### config.mk
export PLATFORM = sky130hd
export DESIGN_NAME = multicycle_sequencer
export DESIGN_NICKNAME = d
export VERILOG_FILES = /design/src/rtl/multicycle_sequencer.sv
export SDC_FILE = /design/constraint.sdc
export NUM_CORES = 1
export LEC_CHECK = 0
export BUFFER_PORTS_ARGS = -buffer_cell sky130_fd_sc_hd__buf_2
export CORE_MARGIN = 2
export CORE_UTILIZATION = 40
export CTS_CLUSTER_DIAMETER = 60
export DETAILED_ROUTE_END_ITERATION = 12
export PLACE_DENSITY = 0.62
export RECOVER_POWER = 100
export SLEW_MARGIN = 20
export SYNTH_ARGS = -nofsm -noshare
export SYNTH_HDL_FRONTEND = slang
export SYNTH_SLANG_ARGS = --single-unit
### constraint.sdc
create_clock -name clk -period 2.7 [get_ports clk]
set_clock_uncertainty 0.2 [all_clocks]
set_input_delay 0.675 -clock clk [delete_from_list [all_inputs] [get_ports clk]]
set_output_delay 0.675 -clock clk [all_outputs]
set_load 0.02 [all_outputs]
### src/rtl/multicycle_sequencer.sv
// Phase sequencer for the multi-cycle RV32 core: walks FETCH/DECODE/EXEC/MEM/WB,
// gates datapath write enables, shares one memory port and traps on faults.
module multicycle_sequencer #(
  parameter int TIMEOUT = 16,
  parameter int CNT_W   = 32
) (
  input  logic             clk,
  input  logic             rst_n,
  input  logic             mem_read,
  input  logic             mem_write,
  input  logic             reg_write,
  input  logic             branch,
  input  logic             unknown_op,
  input  logic             branch_taken,
  input  logic             mem_ready,
  output logic             mem_req,
  output logic             mem_we,
  output logic             addr_sel,
  output logic             ir_we,
  output logic             alu_out_we,
  output logic             mdr_we,
  output logic             rf_we,
  output logic             pc_we,
  output logic             pc_sel,
  output logic             halted,
  output logic [1:0]       trap_cause,
  output logic [2:0]       state,
  output logic [CNT_W-1:0] instret
);

  localparam int TW = (TIMEOUT < 1) ? 1 : $clog2(TIMEOUT + 1);
  localparam logic [TW-1:0] TLIM = TW'(TIMEOUT - 1);

  typedef enum logic [2:0] {
    ST_START  = 3'd0,
    ST_FETCH  = 3'd1,
    ST_DECODE = 3'd2,
    ST_EXEC   = 3'd3,
    ST_MEM    = 3'd4,
    ST_WB     = 3'd5,
    ST_TRAP   = 3'd7
  } state_t;

  state_t           state_q, state_d;
  logic [TW-1:0]    tcnt_q;
  logic [1:0]       cause_q, cause_d;
  logic [CNT_W-1:0] instret_q;
  logic             trap_set, retire, in_req, timeout_hit;

  assign in_req      = (state_q == ST_FETCH) || (state_q == ST_MEM);
  // Counter holds the number of wait cycles already spent; this cycle would be wait TIMEOUT.
  assign timeout_hit = (TIMEOUT != 0) && (tcnt_q == TLIM);

  always_ff @(posedge clk or negedge rst_n) begin
    if (!rst_n) begin
      state_q   <= ST_START;
      tcnt_q    <= '0;
      cause_q   <= 2'b00;
      instret_q <= '0;
    end else begin
      state_q <= state_d;
      if (trap_set) cause_q <= cause_d;
      if (retire) instret_q <= instret_q + CNT_W'(1);
      if (in_req && !mem_ready && (TIMEOUT != 0)) tcnt_q <= tcnt_q + TW'(1);
      else tcnt_q <= '0;
    end
  end

  always_comb begin
    state_d    = state_q;
    cause_d    = 2'b00;
    trap_set   = 1'b0;
    retire     = 1'b0;
    mem_req    = 1'b0;
    mem_we     = 1'b0;
    addr_sel   = 1'b0;
    ir_we      = 1'b0;
    alu_out_we = 1'b0;
    mdr_we     = 1'b0;
    rf_we      = 1'b0;
    pc_we      = 1'b0;
    pc_sel     = 1'b0;
    halted     = 1'b0;
    case (state_q)
      ST_START: state_d = ST_FETCH;
      ST_FETCH: begin
        mem_req = 1'b1;
        if (mem_ready) begin
          ir_we   = 1'b1;
          state_d = ST_DECODE;
        end else if (timeout_hit) begin
          state_d  = ST_TRAP;
          trap_set = 1'b1;
          cause_d  = 2'b10;
        end
      end
      ST_DECODE: begin
        if (unknown_op) begin
          state_d  = ST_TRAP;
          trap_set = 1'b1;
          cause_d  = 2'b01;
        end else begin
          state_d = ST_EXEC;
        end
      end
      ST_EXEC: begin
        alu_out_we = 1'b1;
        if (branch) begin
          pc_we   = 1'b1;
          pc_sel  = branch_taken;
          retire  = 1'b1;
          state_d = ST_FETCH;
        end else if (mem_read || mem_write) begin
          state_d = ST_MEM;
        end else if (reg_write) begin
          state_d = ST_WB;
        end else begin
          pc_we   = 1'b1;
          retire  = 1'b1;
          state_d = ST_FETCH;
        end
      end
      ST_MEM: begin
        mem_req  = 1'b1;
        addr_sel = 1'b1;
        mem_we   = mem_write;
        if (mem_ready) begin
          if (mem_read) begin
            mdr_we  = 1'b1;
            state_d = ST_WB;
          end else begin
            pc_we   = 1'b1;
            retire  = 1'b1;
            state_d = ST_FETCH;
          end
        end else if (timeout_hit) begin
          state_d  = ST_TRAP;
          trap_set = 1'b1;
          cause_d  = 2'b10;
        end
      end
      ST_WB: begin
        rf_we   = 1'b1;
        pc_we   = 1'b1;
        retire  = 1'b1;
        state_d = ST_FETCH;
      end
      ST_TRAP: halted = 1'b1;
      default: begin
        state_d  = ST_TRAP;
        trap_set = 1'b1;
        cause_d  = 2'b01;
      end
    endcase
  end

  assign trap_cause = cause_q;
  assign state      = state_q;
  assign instret    = instret_q;

endmodule

Word-level counts from Yosys, hierarchy flattened
Index checks and enable logic that the tools add are counted.
{"block": "word_totals", "regBits": 42, "input_bits": 9, "out_inout_bits": 47, "wordCells": 58}
{"block": "classes", "n_addsub": 2, "n_eq_ne": 7, "mux": 37, "reduce_logical": 8}
{"cell": "32-bit by 1-bit adder with 32-bit output (second input constant)", "n": 1}
{"cell": "3-bit two-way mux", "n": 8}
{"cell": "1-bit two-way mux", "n": 22}
{"cell": "3-bit case mux with 6 select lines", "n": 1}
{"cell": "3-bit equality test (second input constant)", "n": 3}
{"cell": "3-bit by 2-bit equality test with 1-bit output (second input constant)", "n": 2}
{"cell": "1-bit case mux with 3 select lines", "n": 2}
{"cell": "2-bit case mux with 3 select lines", "n": 1}
{"cell": "5-bit by 1-bit adder with 5-bit output (second input constant)", "n": 1}
{"cell": "5-bit by 4-bit equality test with 1-bit output (second input constant)", "n": 1}
{"cell": "5-bit two-way mux", "n": 1}
{"cell": "2-bit two-way mux", "n": 2}
{"cell": "2-bit OR reduction", "n": 2}
{"cell": "4-bit OR reduction", "n": 1}
{"cell": "3-bit by 1-bit equality test with 1-bit output (second input constant)", "n": 1}
{"cell": "3-bit logical NOT", "n": 1}
{"cell": "1-bit logical OR", "n": 2}
{"cell": "1-bit logical AND", "n": 1}
{"cell": "1-bit logical NOT", "n": 1}

Logic depth before layout (Yosys ltp)
{"block": "depth", "word_depth": 4, "mapped_depth": 6}

Worst setup path before layout
Ideal clock, no wire load.
{"block": "synth_path", "kind": "register to output", "start": "register state_q[0], in the netlist state[0]", "end": "output port mdr_we", "arrival_ns": 1.538, "t_required_ns": 1.825, "setup_slack_ns": 0.287, "path_stages_with_launch": 5, "path_buffers": 1, "cell_sequence": "dfrtp_1 -> buf_2 -> nand2b_1 -> nor2_1 -> and3_1"}
{"block": "synth_via", "elab_chain_len": 2}
{"element": "from (decl)", "line_no": "44", "source": "state_t state_q, state_d;"}
{"element": "from (signal assigned)", "line_no": "61", "source": "state_q <= state_d;"}
{"element": "3-bit equality test", "line_no": "84", "source": "case (state_q)"}
{"element": "1-bit two-way mux", "line_no": "84"}
{"element": "to (decl)", "line_no": "21", "source": "output logic mdr_we,"}
Every way passes these cells.

Final worst setup path
{"block": "layout_path", "start": "register state_q[0], in the netlist state[0]", "end": "output port mem_req"}
{"block": "layout_via", "elab_chain_len": 3, "elab_cells_between_ends": 4}
{"element": "3-bit by 1-bit equality test with 1-bit output or 3-bit equality test (tied branches)", "line_no": "84"}
{"element": "2-bit OR reduction (no line) *"}
{"element": "1-bit two-way mux *", "line_no": "84"}
{"element": "to (decl)", "line_no": "16", "source": "output logic mem_req,"}
Every way passes the cells marked *; elsewhere a longest branch is shown, timed or not.

==> reports/results.txt <==
Cell Pwr Density: 704.5 nW/µm²
hold path startpoint: tcnt_q[0]$_DFF_PN0_
Worst Path Max Fanout: 10
maximum vdd ir drop: 0.0003016 V
Die H: 81.18 µm
top_reg_cell synth: dfrtp_1
CTS tree: yes
CP delay by family, top: buffers and inverters
CP cell instances: buf_4 -> nand2b_1 -> a21oi_1 -> clkbuf_1
post-synth top area share: 44.12%
vias in the first global route: 1716
yosys warns: 0
Crit. End Element: primary output
Syn Inst Count: 210
CP Launch Type: flip-flop
Routed Antenna Nets: 0
final setup margin: 159.0 ps
# resized after CTS: 0
Slew @ Worst Pin: 1015 ps
Crit. Startpoint: state[0]$_DFFE_PN0N_
crit path DAT: 1670 ps
CP Depth: 4
synthesized area: 2382 µm²
total gr overflow: 0
min Tclk post-route: 2541 ps
Crit-path slowest cell: dfrtp_1
required time worst endpoint: 1820 ps
Worst slew margin: 32.30%
Power Internal: 1140 µW
CTS Hold Bufs: 0
layout cells sized above 1: 13.01%
Final HPWL DP: 3441 µm
Starting Density: 40.72%
switching share of total power: 38.75%
# H-tree levels: 2
drt initial violations: 71
IO buf count: 55
Place WS: 149.9 ps
reg-to-reg startpoint: state[0]$_DFFE_PN0N_
final hold viol count: 0
I/O Pins: 56
clock sink total: 42
post-CTS setup buffer count: 0
Syn Nets: 222
Fin Setup TNS: 0 ps
Worst-path clk slew: 80 ps
GRT Overall Usage: 15.57%
Net Switching: 721.0 µW
post-synthesis sequential area ratio: 44.12%
LEAKAGE: 0.001203 µW
fin crit share: 94.11%
pin count of the biggest net entering global routing: 43
Mean Syn Cell Area: 11.34 µm²
Post-DP Area: 2721 µm²
initial antenna violation count: 0
post-synth top area cell: dfrtp_1
# diodes: 0
Achievable Freq: 393.5 MHz
core area: 5851 µm²
EDFF count, synth: 0
Hold/Removal Path Class: flip-flop to flip-flop
clk buf depth: 2
CTS Buf Count: 5
die area: 6589 µm²
status: completed
CP max stage delay: 460 ps
largest cells by area after synthesis: dfrtp_1 44%, xor2_1 9.9%, a2111oi_2 4.4%
DRT Pass-1 Iters: 4
area delta synth->final: 10.87%
Buf/Inv on CP: 2
post-synthesis cell type count: 44
WHS Path Cells: 1
WL per Instance: 13.95 µm
asr flop ratio synth: 100.0%
critical path type: flip-flop to primary output
cell row count: 28
Max Cap Violations: 0
FF+latch count, synth: 42
routed via count: 1754
Final #Nets: 280
register share of total power: 43.2%
hold slack: 265.2 ps
# setup viols final: 0
Total Wirelength: 4800 µm
Die Width: 81.18 µm
drt drc: 0
drt via density: 5.099
r2r worst-path depth: 5
max-slew violations: 0
clock share of power: 22.3%
RSZ-0062 raised after global routing: no
clk_lat worst skew: 290 ps
Placer Congestion: 0.7423
clock root buffer: clkbuf_8
combinational power share: 34.5%
fin area: 2641 µm²
first-pass GRT wire length: 7969 µm
per-layer routing:
layer,part of all wire (%),vias up,routed length [µm],GRT usage (%)
li1,-,863,-,-
met1,48,839,2293,20.58
met2,46,45,2220,25.79
met3,4.8,7,232,3.222
met4,1.1,0,53,4.576
met5,0,-,0,0
power by group through the flow:
stage | combinational, µW | clock [µW] | sequential [µW]
2_1_floorplan | 412 | 0 | 890
3_3_place_gp | 694 | 0 | 817
3_5_place_dp | 700 | 0 | 821
4_1_cts | 701 | 430 | 809
5_1_grt | 708 | 454 | 820
6_report | 642 | 415 | 804
final timing paths:
| kind | to | slack (ps) |
|---|---|---|
| worst max register to register | instret[31]$_DFFE_PN0P_ | 280 |
| max in group asynchronous | instret[21]$_DFFE_PN0P_ | 1240 |
| worst min register to register | tcnt_q[0]$_DFF_PN0_ | 270 |
| worst max-delay path | mem_req | 160 |
| min in group asynchronous | trap_cause[0]$_DFFE_PN0P_ | 430 |
| worst min-delay path | tcnt_q[0]$_DFF_PN0_ | 270 |
synth_stat cells (2+ instances only):
cell and instances:
nand2b_1 3, a21oi_1 9, ha_1 3, o2111ai_4 3
xnor2_1 7, and2_1 2, buf_6 3, buf_4 4
nor2_1 13, buf_2 3, and2b_2 2, dfrtp_1 42
xor2_1 27, a21boi_0 4, nand3_1 6, inv_1 9
nand4_1 6, o21ai_0 4, and4_1 3, or3_1 2
a2111oi_4 3, a2111oi_2 7, a211oi_1 7, nor2b_1 3
nand2_1 12, and3_1 5
registers in the layout, indices dropped and copies added, names as in the netlist:
signal	cells
state	3
instret	32
trap_cause	2
tcnt_q	5
cell usage in the layout (no fill, tap or decap), drive strengths merged, types with 6 or more instances in the layout:
| cell | n |
|---|---|
| clkbuf | 57 |
| dfrtp | 42 |
| xor2 | 27 |
| nor2 | 13 |
| nand2 | 13 |
| buf | 12 |
| a2111oi | 11 |
| a21oi | 9 |
| inv | 9 |
| xnor2 | 7 |
| a211oi | 7 |
| nand3 | 7 |
| nand4 | 6 |
| and3 | 6 |
cell type report:
class                           instances  area [µm²]
Fill cell                             594        3209
Multi-Input combinational cell        148        1112
Sequential cell                        42        1051
Timing Repair Buffer                   62       259.0
Tap cell                               75       93.84
Clock buffer                            7       86.33
Inverter                                9       33.78
Clock inverter                          1       5.005
cells by family (layout without fill, tap and decap cells):
logic type,count (synthesis),after routing,share of synthesized area (%)
compound gates,44,44,20.17
xor+xnor,34,34,12.50
fa+ha+maj,3,3,1.576
buf+inv,20,79,4.884
flops,42,42,44.12
mux,1,1,0.4727
simple gates,66,66,16.28
stage by stage:
stage          total power (µW)  utilization (%)  cells
6_report                   1861            45.15    344
5_1_grt                    1982            45.15    344
4_1_cts                    1940            48.08    344
3_5_place_dp               1520            46.51    336
3_3_place_gp               1510            46.51    336
2_1_floorplan              1302                -    210
(Power assumes the default switching activity.)
